**config.mk**
```make
export PLATFORM = sky130hd
export DESIGN_NAME = bram_port_arbiter
export DESIGN_NICKNAME = d
export VERILOG_FILES = /design/src/rtl/bram_arb_pkg.sv /design/src/rtl/rr_pick.sv /design/src/rtl/bram_port_arbiter.sv
export SDC_FILE = /design/constraint.sdc
export NUM_CORES = 1
export LEC_CHECK = 0
export BUFFER_PORTS_ARGS = -buffer_cell sky130_fd_sc_hd__buf_2
export CORE_ASPECT_RATIO = 1.5
export CORE_MARGIN = 2
export CORE_UTILIZATION = 31
export CTS_CLUSTER_DIAMETER = 120
export DETAILED_ROUTE_END_ITERATION = 10
export GPL_TIMING_DRIVEN = 0
export PLACE_DENSITY = 0.63
export SLEW_MARGIN = 25
export SYNTH_ARGS = -nofsm -noshare
export SYNTH_HDL_FRONTEND = slang
export SYNTH_HIERARCHICAL = 1
export SYNTH_SLANG_ARGS = --single-unit
```
**constraint.sdc**
```tcl
create_clock -name clk -period 2.45 [get_ports clk]
set_input_delay 0.245 -clock clk [delete_from_list [all_inputs] [get_ports clk]]
set_output_delay 0.245 -clock clk [all_outputs]
set_load 0.02 [all_outputs]
```
**src/rtl/bram_arb_pkg.sv**
```systemverilog
// Shared definitions for the block-RAM port arbiter: default geometry,
// mailbox address, pipeline owner tags and a width helper.
package bram_arb_pkg;

    localparam int AW_DEF = 13;
    localparam int DW_DEF = 8;
    localparam logic [12:0] IRQ_ADDR_DEF = 13'h1FFF;

    typedef enum logic [1:0] {
        OWN_NONE = 2'd0,
        OWN_CPU  = 2'd1,
        OWN_FAB  = 2'd2
    } owner_e;

    // Never returns 0 so a single requester still gets a 1-bit index.
    function automatic int clog2(input int n);
        int w;
        w = 1;
        while ((1 << w) < n) begin
            w = w + 1;
        end
        return w;
    endfunction

endpackage

```
**src/rtl/rr_pick.sv**
```systemverilog
// Rotate-priority selector: the first set request found searching upward
// from ptr+1 (wrapping) wins.
module rr_pick #(
    parameter int N  = 2,
    parameter int PW = 1
) (
    input  logic [N-1:0]  req,
    input  logic [PW-1:0] ptr,
    output logic [N-1:0]  gnt,
    output logic [PW-1:0] idx,
    output logic          any
);

    always_comb begin
        gnt = '0;
        idx = '0;
        any = 1'b0;
        for (int k = 1; k <= N; k++) begin
            for (int i = 0; i < N; i++) begin
                if (!any && req[i] && (((int'(ptr) + k) % N) == i)) begin
                    any    = 1'b1;
                    gnt[i] = 1'b1;
                    idx    = PW'(i);
                end
            end
        end
    end

endmodule

```
**src/rtl/bram_port_arbiter.sv**
```systemverilog
// Arbitrates one single-port BRAM between a zero-wait CPU bus and N_REQ
// round-robin fabric requesters, with a write-to-raise mailbox interrupt.
module bram_port_arbiter
    import bram_arb_pkg::*;
#(
    parameter int            N_REQ    = 2,
    parameter int            AW       = AW_DEF,
    parameter int            DW       = DW_DEF,
    parameter logic [AW-1:0] IRQ_ADDR = AW'(IRQ_ADDR_DEF)
) (
    input  logic                clk,
    input  logic                reset,
    input  logic                cpu_we,
    input  logic                cpu_re,
    input  logic [AW-1:0]       cpu_addr,
    input  logic [DW-1:0]       cpu_wdata,
    output logic [DW-1:0]       cpu_rdata,
    output logic                cpu_rvalid,
    input  logic [N_REQ-1:0]    req,
    input  logic [N_REQ-1:0]    we_i,
    input  logic [N_REQ*AW-1:0] addr_i,
    input  logic [N_REQ*DW-1:0] wdata_i,
    output logic [N_REQ-1:0]    gnt,
    output logic [N_REQ-1:0]    rvalid,
    output logic [DW-1:0]       rdata,
    output logic                bram_we,
    output logic [AW-1:0]       bram_addr,
    output logic [DW-1:0]       bram_di,
    input  logic [DW-1:0]       bram_do,
    output logic                irq
);

    localparam int PW = clog2(N_REQ);

    logic [N_REQ-1:0] w_pick_gnt;
    logic [PW-1:0]    w_pick_idx;
    logic             w_pick_any;
    logic             w_cpu_slot;
    logic             w_fab_slot;
    logic             w_fab_we;
    logic [AW-1:0]    w_fab_addr;
    logic [DW-1:0]    w_fab_wdata;
    logic             w_irq_hit;

    logic [PW-1:0]    r_ptr;
    logic             r_bram_we;
    logic [AW-1:0]    r_bram_addr;
    logic [DW-1:0]    r_bram_di;
    owner_e           r_s1_own;
    logic [PW-1:0]    r_s1_idx;
    owner_e           r_s2_own;
    logic [PW-1:0]    r_s2_idx;
    logic             r_irq;

    rr_pick #(
        .N  (N_REQ),
        .PW (PW)
    ) u_pick (
        .req (req),
        .ptr (r_ptr),
        .gnt (w_pick_gnt),
        .idx (w_pick_idx),
        .any (w_pick_any)
    );

    // The CPU bus cannot stall, so any CPU strobe takes the slot outright.
    assign w_cpu_slot = cpu_we | cpu_re;
    assign w_fab_slot = !w_cpu_slot && w_pick_any;
    assign gnt        = (reset && w_fab_slot) ? w_pick_gnt : '0;

    always_comb begin
        w_fab_we    = 1'b0;
        w_fab_addr  = '0;
        w_fab_wdata = '0;
        for (int i = 0; i < N_REQ; i++) begin
            if (w_pick_idx == PW'(i)) begin
                w_fab_we    = we_i[i];
                w_fab_addr  = addr_i[AW*i +: AW];
                w_fab_wdata = wdata_i[DW*i +: DW];
            end
        end
    end

    // Stage 1: the accepted command drives the BRAM port for one cycle.
    always_ff @(posedge clk or negedge reset) begin
        if (!reset) begin
            r_ptr       <= PW'(N_REQ - 1);
            r_bram_we   <= 1'b0;
            r_bram_addr <= '0;
            r_bram_di   <= '0;
            r_s1_own    <= OWN_NONE;
            r_s1_idx    <= '0;
        end else if (w_cpu_slot) begin
            r_bram_we   <= cpu_we;
            r_bram_addr <= cpu_addr;
            if (cpu_we) begin
                r_bram_di <= cpu_wdata;
            end
            r_s1_own    <= OWN_CPU;
            r_s1_idx    <= '0;
        end else if (w_fab_slot) begin
            r_bram_we   <= w_fab_we;
            r_bram_addr <= w_fab_addr;
            if (w_fab_we) begin
                r_bram_di <= w_fab_wdata;
            end
            r_s1_own    <= OWN_FAB;
            r_s1_idx    <= w_pick_idx;
            r_ptr       <= w_pick_idx;
        end else begin
            r_bram_we   <= 1'b0;
            r_s1_own    <= OWN_NONE;
        end
    end

    // Stage 2 only tracks reads; writes retire once they leave the port.
    always_ff @(posedge clk or negedge reset) begin
        if (!reset) begin
            r_s2_own <= OWN_NONE;
            r_s2_idx <= '0;
        end else begin
            r_s2_own <= r_bram_we ? OWN_NONE : r_s1_own;
            r_s2_idx <= r_s1_idx;
        end
    end

    assign w_irq_hit = (r_bram_addr == IRQ_ADDR);

    always_ff @(posedge clk or negedge reset) begin
        if (!reset) begin
            r_irq <= 1'b0;
        end else if (w_irq_hit && r_bram_we && (r_s1_own == OWN_FAB)) begin
            r_irq <= 1'b1;
        end else if (w_irq_hit && !r_bram_we && (r_s1_own == OWN_CPU)) begin
            r_irq <= 1'b0;
        end
    end

    always_comb begin
        rvalid = '0;
        for (int i = 0; i < N_REQ; i++) begin
            rvalid[i] = (r_s2_own == OWN_FAB) && (r_s2_idx == PW'(i));
        end
    end

    assign cpu_rvalid = (r_s2_own == OWN_CPU);
    assign cpu_rdata  = bram_do;
    assign rdata      = bram_do;
    assign bram_we    = r_bram_we;
    assign bram_addr  = r_bram_addr;
    assign bram_di    = r_bram_di;
    assign irq        = r_irq;

endmodule

```
# Word-level counts from Yosys, hierarchy flattened
# Cells that the tools add are included.
[totals] reg_bits=30 latchBits=0 mem_bits_rw=0 romBits=0 inputBits=79 output_inout_bits=44 word_cells=79 memories=0
[classes] add_sub_neg=2 multipliers=0 n_div=0 order_cmp=0 eq_ne=8 shifts=0 muxes=28 bitwise=5 n_reduce_logical=27
[op_table] operator="$logic_not 32->1" n=2
[op_table] operator="$mux 8" n=5
[op_table] operator="$mux 13" n=3
[op_table] operator="$mux 1" n=16
[op_table] operator="$logic_and 1x1->1" n=15
[op_table] operator="$eq 13x13->1 const B" n=1
[op_table] operator="$eq 2x2->1 const B" n=4
[op_table] operator="$mux 2" n=4
[op_table] operator="$reduce_bool 2->1" n=3
[op_table] operator="$logic_not 1->1" n=5
[op_table] operator="$eq 2x1->1 const B" n=2
[op_table] operator="$reduce_and 3->1" n=1
[op_table] operator="$add 1x1->1 const B" n=2
[op_table] operator="$and 1x1->1 const A" n=2
[op_table] operator="$ne 2x2->1 const B" n=1
[op_table] operator="$not 1->1" n=2
[op_table] operator="$reduce_and 2->1" n=1
[op_table] operator="$or 1x1->1" n=1

# Longest topological paths before layout
# Gate-level depths: netlist of the first run.
[depth] ltp_word=21 ltp_mapped=7 mapped_depth_nobuf=5

# Cells and area by module
# The synthesis of the first run kept the hierarchy.
[by_module_without_submodules] mod="bram_port_arbiter" n_inst=1 cells_each=188 area_each_um2=1705.4 seq_area_each_um2=752.0
[by_module_without_submodules] mod="rr_pick" n_inst=1 cells_each=5 area_each_um2=32.5 seq_area_each_um2=0.0

# Worst setup path before layout of the first run
# Ideal clock, no wire load.
[synth_path] kind="register to register" from="register r_ptr" to="register r_bram_di[6] (netlist: bram_di[6])" setup_ps=126 t_arrival_ps=1535 required_ps=2324 path_slack_ps=789 stages_incl_launch_ff=7 n_path_buf=2 period_less_slack_ps=1661 path_cell_list="dfstp_2 a21boi_0 buf_6 mux2_4 a31oi_4 buf_6 o21ai_0"
[synth_via] elab_chain_cells=21 word_cells_on_any_way=34 cone_classes="2 x add/sub; 2 x eq/ne; 12 x mux; 2 x bitwise; 16 x reduce/logical"
[synth_rtl] element="from (decl)" line_no="bram_port_arbiter.sv:45" source="logic [PW-1:0] r_ptr;"
[synth_rtl] element="from (signal assigned)" line_no="bram_port_arbiter.sv:87" source="r_ptr <= PW'(N_REQ - 1);"
[synth_rtl] element="from (signal assigned)" line_no="bram_port_arbiter.sv:109" source="r_ptr <= w_pick_idx;"
[synth_rtl] element="$add 1x1->1" line_no="rr_pick.sv:20" source="if (!any && req[i] && (((int'(ptr) + k) % N) == i)) begin"
[synth_rtl] element="$and 1x1->1 (no source line)"
[synth_rtl] element="$logic_not 32->1" line_no="rr_pick.sv:20"
[synth_rtl] element="$logic_and 1x1->1" line_no="rr_pick.sv:20"
[synth_rtl] element="$mux 1" line_no="rr_pick.sv:20"
[synth_rtl] element="$logic_not 1->1" line_no="rr_pick.sv:20"
[synth_rtl] element="$logic_and 1x1->1 (2 in series)" line_no="rr_pick.sv:20"
[synth_rtl] element="$mux 1" line_no="rr_pick.sv:20"
[synth_rtl] element="[4 not listed]"
[synth_rtl] element="$logic_not 1->1" line_no="rr_pick.sv:20"
[synth_rtl] element="$logic_and 1x1->1 (2 in series)" line_no="rr_pick.sv:20"
[synth_rtl] element="$mux 1 *" line_no="rr_pick.sv:20"
[synth_rtl] element="named net w_pick_idx" line_no="bram_port_arbiter.sv:36" source="logic [PW-1:0] w_pick_idx;"
[synth_rtl] element="$mux 8" line_no="bram_port_arbiter.sv:76" source="if (w_pick_idx == PW'(i)) begin"
[synth_rtl] element="$mux 8" line_no="bram_port_arbiter.sv:104" source="if (w_fab_we) begin"
[synth_rtl] element="$mux 8" line_no="bram_port_arbiter.sv:101" source="end else if (w_fab_slot) begin"
[synth_rtl] element="$mux 8" line_no="bram_port_arbiter.sv:93" source="end else if (w_cpu_slot) begin"
[synth_rtl] element="to (signal assigned)" line_no="bram_port_arbiter.sv:97" source="r_bram_di <= cpu_wdata;"
[synth_rtl] element="to (signal assigned)" line_no="bram_port_arbiter.sv:105" source="r_bram_di <= w_fab_wdata;"
[synth_rtl] element="to (decl)" line_no="bram_port_arbiter.sv:48" source="logic [DW-1:0] r_bram_di;"
# Mark *: on every way through the listed nets, which the timed path passes. The rest lies on a longest branch. The select of a mux whose other input is x is not followed.
# A chain may end at the register's enable or synchronous reset.

# Worst setup path after layout of the first run
# Ends and elaborated chain as after synthesis.

==> results of run 1 <==
-- power by group --
part / switching, uW / internal (uW) / total, uW
clock network: 182 / 226 / 408
registers: 29.6 / 544 / 574
logic: 212 / 172 / 384
total: 423 / 942 / 1370
-- stage by stage --
step	instance area (sq um)	setup slack, ns	cells
4_1_cts	2490	0.582	385
3_3_place_gp	2400	0.602	377
6_report	2490	0.620	385
5_1_grt	2490	0.468	385
3_5_place_dp	2400	0.596	377
2_1_floorplan	1740	0.789	193
-- cells in the mapped netlist, drive strengths merged --
library cell   n  area share
nor2b          3       0.011
and3           2      0.0072
mux2i         22        0.13
a22o           1      0.0050
nand3          1      0.0029
nor2          10       0.022
a21boi         2      0.0086
dfrtp         29        0.42
and3b          1      0.0050
nor3b          2       0.012
a21oi          8       0.023
clkbuf         3      0.0065
nor4           1      0.0036
nand2         36       0.078
o21ai         34       0.098
a31oi          1       0.012
dfstp          1       0.015
or2            2      0.0072
mux2           2       0.015
nand3b         1      0.0043
nand4          2      0.0072
buf           26        0.11
inv            3      0.0065
-- registers in the layout, summed over array words and instances, names as in the netlist, 2 cells and up --
register and flops:
bram_di 8, r_s2_own 2, bram_addr 13, r_s1_own 2
-- worst max-delay path by stage --
stage	end	cells past startpoint	slack (ns)
detailed placement	bram_di[6]	7	0.60
CTS	bram_di[6]	6	0.58
global placement	bram_di[6]	7	0.60
floorplan	bram_di[6]	6	0.79
global route	bram_di[3]	7	0.47
finish	bram_di[6]	6	0.62
-- layer usage --
metal / vias to the layer above / share of wire / GRT usage
li1: 881 / - / -
met1: 764 / 0.37 / 0.157
met2: 91 / 0.51 / 0.300
met3: 7 / 0.096 / 0.0433
met4: 0 / 0.017 / 0.0625
met5: - / 0 / 0
-- cell type report --
class,instances,area [sq um]
plain buffers,29,196
clock buffers,7,86.3
clock inverters,1,5.00
fillers,572,2960
inverters,3,11.3
multi-input cells,131,778
flip-flops and latches,30,752
well taps,70,87.6
repair buffers,114,571
-- critical path: stages (launching register included) --
cell      delay [ns]
dfstp_2         0.37
a21boi_0        0.26
buf_6           0.18
mux2_4          0.32
a31oi_4         0.29
buf_6           0.19
o21ai_0         0.09
-- cells by family (layout without fill, tap and decap cells) --
family / count (synthesis) / in the layout / synth area share
simple gates: 61 / 61 / 0.159
compound gates: 46 / 46 / 0.147
buf+inv: 32 / 154 / 0.120
flops: 30 / 30 / 0.433
mux: 24 / 24 / 0.142
==> impl_metrics.csv, run 1 <==
group,metric,value,unit
outcome,status,"completed",
placed_design,portBuffers,114,
clocking,clk_pin_slew,0.06,ns
worst_hold_path,worstHoldPathType,"input pin to asynchronous set/reset pin",
drt,initialDrtViolationCount,66,
sta,hold_viol_final,0,
job,drv_cap,0,
sta,period_share,0.747,
sta,fin_crit,1.83,ns
yosys,synth-seq-cells,30,
drt,via_per_inst,4.53,
global_routing,grt_pass1_wl,7380,um
sta,holdWs,0.00916,ns
setup_path,worstPathArrival,1.98,ns
finish,layout_commonest_cell,"buf_2",
setup_path,critPathLaunchType,"register",
clocking,cts_inserted_buffers,5,
clocking,cts_num_sinks,30,
placed_design,place_congestion,0.694,
drt,drc,0,
setup_path,crit_start,"r_ptr",
global_routing,grt_max_degree,33,
floorplan,die_x,65.1,um
power,leakage,0.00135,uW
global_routing,overflow,0,
global_routing,grt.total_usage,0.156,
setup_path,reg2reg_slack,0.62,ns
drt,routedWlPerCell,12.9,um
clocking,ctsHoldBuffers,0,
drt,ant_nets,0,
floorplan,start_util,0.319,
power,power_density,549,nW/um^2
clocking,post-cts-setup-buffers,0,
sta,relSlewSlack,0.537,
sta,skew,0.00537,ns
setup_path,crit_path_max_fanout,10,
floorplan,dieArea,6230,sq um
floorplan,pin_count,123,
yosys,yosysUniqueCellTypes,28,
sta,worst_pin_slew,0.694,ns
global_routing,grt_pass1_vias,1616,
finish,utilization,0.456,
yosys,seq_area_frac_synth,0.433,
yosys,yosysWarnings,6,
yosys,netlist_area,1740,sq um
setup_path,worst_setup_path_end_kind,"register",
setup_path,worstReg2RegStart,"r_ptr",
yosys,syn_nets,272,
sta,setup_violations,0,
setup_path,cp.required,2.60,ns
setup_path,r2r_end,"bram_di[6]",
clocking,cts_tree,"built",
power,ir_worst_vdd,274,uV
clocking,htree_num_levels,2,
power,finalPower,1370,uW
drt,num_vias,1743,
finish,layout-drive-gt1-share,0.476,
sta,grt_setup_unrepaired,"no",
yosys,netlist_instances,193,
clocking,cts_root_buf,"clkbuf_8",
setup_path,rr_worst_depth,6,
floorplan,fp.coreArea,5450,sq um
clocking,ctsResizeCount,0,
sta,setup-tns-final,0,ns
sta,slew_violations,0,
placed_design,dp_hpwl,4010,um
sta,max_freq,0.547,GHz
clocking,clockBufferDepth,2,
finish,diodes,0,
finish,layout.nets,393,
clocking,clock_latency,0.28,ns
global_routing,antenna_found_initial,0,
setup_path,path_class,"register to register",
finish,synthToLayoutAreaGrowth,43.1,%
floorplan,die_h,95.7,um
floorplan,num_rows,33,
yosys,syn_area_per_cell,9.00,sq um
drt,first_pass_iters,4,
drt,wl,4970,um
finish,final_cell_mix,"118 x buf_2, 36 x nand2_1, 34 x o21ai_0",
(Power assumes the default switching activity.)
==> run 2: changes to the inputs <==
==> constraint.sdc (replaced) <==
create_clock -name clk -period 1.7 [get_ports clk]
set_input_delay 0.17 -clock clk [delete_from_list [all_inputs] [get_ports clk]]
set_output_delay 0.17 -clock clk [all_outputs]
set_load 0.02 [all_outputs]
==> run 2 against run 1 <==
  * Largest cell class is now non-clock buffers
  * Sequential share of layout area shrank 0.61 points
  * The flow now finishes with violations (hold timing)
  * Sequential power grew 44%
  * Critical path type unchanged
  * Count of clock-buffer cells in the layout is the same
  * Combinational power grew 51%
  * Via count grew 1.7%
  * First-iteration DRC count is the same
  * Final cell count grew 1.3%
  * Die area is the same
  * Flip-flop and latch count is the same
  * Critical path depth shrank 1
  * Non-clock buffer count grew 5
  * Setup slack lost 0.53 ns
==> impl_metrics.csv, run 2 (same netlist as run 1, synthesis figures left out) <==
group,metric,value,unit
drt,first_pass_iters,4,
sta,slew_violations,0,
setup_path,worst_setup_path_end_kind,"register",
placed_design,dp.cells,377,
drt,initialDrtViolationCount,66,
finish,layout.nets,398,
setup_path,worstPathArrival,1.77,ns
clocking,htree_num_levels,2,
setup_path,worstReg2RegStart,"r_ptr",
global_routing,grt_pass1_vias,1650,
finish,layout-drive-gt1-share,0.488,
finish,ff_latch_area,752,sq um
clocking,clock_latency,0.27,ns
global_routing,grt_max_degree,33,
drt,top_layer,"met4",
finish,largest_reg_flops,13,
clocking,clk_pin_slew,0.06,ns
setup_path,reg2reg_slack,0.09,ns
floorplan,dieArea,6230,sq um
clocking,cts_tree,"built",
floorplan,fp.coreArea,5450,sq um
finish,final_cell_mix,"117 x buf_2, 36 x nand2_1, 31 x o21ai_0",
floorplan,die_h,95.7,um
drt,wl_met2,2670,um
sta,grt_setup_unrepaired,"yes",
global_routing,antenna_found_initial,0,
clocking,clockBufferDepth,2,
placed_design,dp_hpwl,4010,um
power,power_density,787,nW/um^2
sta,period_share,0.949,
finish,multi_input_area,790,sq um
worst_hold_path,worstHoldPathType,"input pin to asynchronous set/reset pin",
drt,num_vias,1772,
drt,ant_nets,0,
floorplan,start_util,0.319,
finish,fin_area,2540,sq um
sta,skew,0.00455,ns
global_routing,grt_pass1_wl,7600,um
sta,holdWs,-0.0622,ns
global_routing,overflow,0,
global_routing,grt.total_usage,0.162,
clocking,cts_root_buf,"clkbuf_8",
power,leakage,0.00138,uW
job,drv_cap,0,
drt,routedWlPerCell,13.1,um
clocking,cts_inserted_buffers,5,
placed_design,place_congestion,0.694,
clocking,cts_num_sinks,30,
outcome,status,"finished, violations left",
power,ir_worst_vdd,395,uV
sta,relSlewSlack,0.531,
drt,wl,5110,um
floorplan,die_x,65.1,um
setup_path,cp.required,1.86,ns
finish,synthToLayoutAreaGrowth,46.1,%
placed_design,placed_cell_area,2400,sq um
outcome,violations,"hold timing",
drt,drc,0,
setup_path,rr_worst_depth,5,
finish,fill_cells,568,
setup_path,crit_path_max_fanout,6,
drt,met1Wirelength,1870,um
floorplan,num_rows,33,
sta,hold_viol_final,29,
setup_path,critPathLaunchType,"register",
floorplan,pin_count,123,
sta,max_freq,0.620,GHz
sta,worst_pin_slew,0.703,ns
placed_design,portBuffers,114,
finish,layout_commonest_cell,"buf_2",
sta,fin_crit,1.61,ns
finish,diodes,0,
sta,setup_violations,0,
setup_path,path_class,"register to register",
finish,final_cells,390,
setup_path,r2r_end,"bram_di[2]",
drt,via_per_inst,4.54,
drt,dr_wl_met3,477,um
[run 2: cell types whose count changed in the layout (fill, tap and decap cells not counted), sizes merged]
cell,delta
buf,+4
clkbuf,+1
[run 2: power breakdown]
part           switching (uW)  internal (uW)
combinational             314            267
sequential               44.8            784
clock                     262            326
total                     621           1380
[run 2: final cells by class]
class / count / share of cell area
multi-input combinational: 131 / 0.311
sequential: 30 / 0.296
timing repair buffer: 120 / 0.244
buffer: 28 / 0.0739
tap: 70 / 0.0345
clock buffer: 7 / 0.0340
inverter: 3 / 0.00444
clock inverter: 1 / 0.00197
[run 2: worst max-delay path: stages, from the launching register on]
cell and delay, ns:
dfstp_2 0.56, a21boi_4 0.08, mux2_4 0.32, a31oi_4 0.29
buf_4 0.17, o21ai_0 0.07
[run 2: through the flow]
stage,hold slack (ns),total power (uW),util,worst slack (ns),setup TNS (ns)
after floorplan,-0.126,1170,-,0.0393,0
after global placement,0.265,1390,0.440,-0.137,-1.11
after detailed placement,0.271,1400,0.440,-0.142,-1.30
after CTS,-0.0319,2040,0.466,0.00520,0
after global routing,0.00275,2110,0.466,-0.000810,-0.000810
final,-0.0622,2000,0.466,0.0868,0
[run 2: what timing repair did]
action	CTS	global route
cloned	1	0
gates resized for setup	4	5
pin swaps	1	2
setup endpoints to repair	17	11
endpoints found under the hold margin	29	0
setup buffers	5	0
[run 2: worst max path at each step]
stage                      from  cells after the start    endpoint  slack (ns)
after floorplan           r_ptr                      6  bram_di[6]        0.04
after global placement    r_ptr                      6  bram_di[6]       -0.14
after detailed placement  r_ptr                      6  bram_di[6]       -0.14
after CTS                 r_ptr                      7  bram_di[3]       0.005
after global routing      r_ptr                      6  bram_di[1]     -0.0008
final                     r_ptr                      5  bram_di[2]        0.09
[run 2: routing by layer]
layer,global-route usage,vias up
li1,-,890
met1,0.160,784
met2,0.315,91
met3,0.0433,7
met4,0.0625,0
met5,0,-
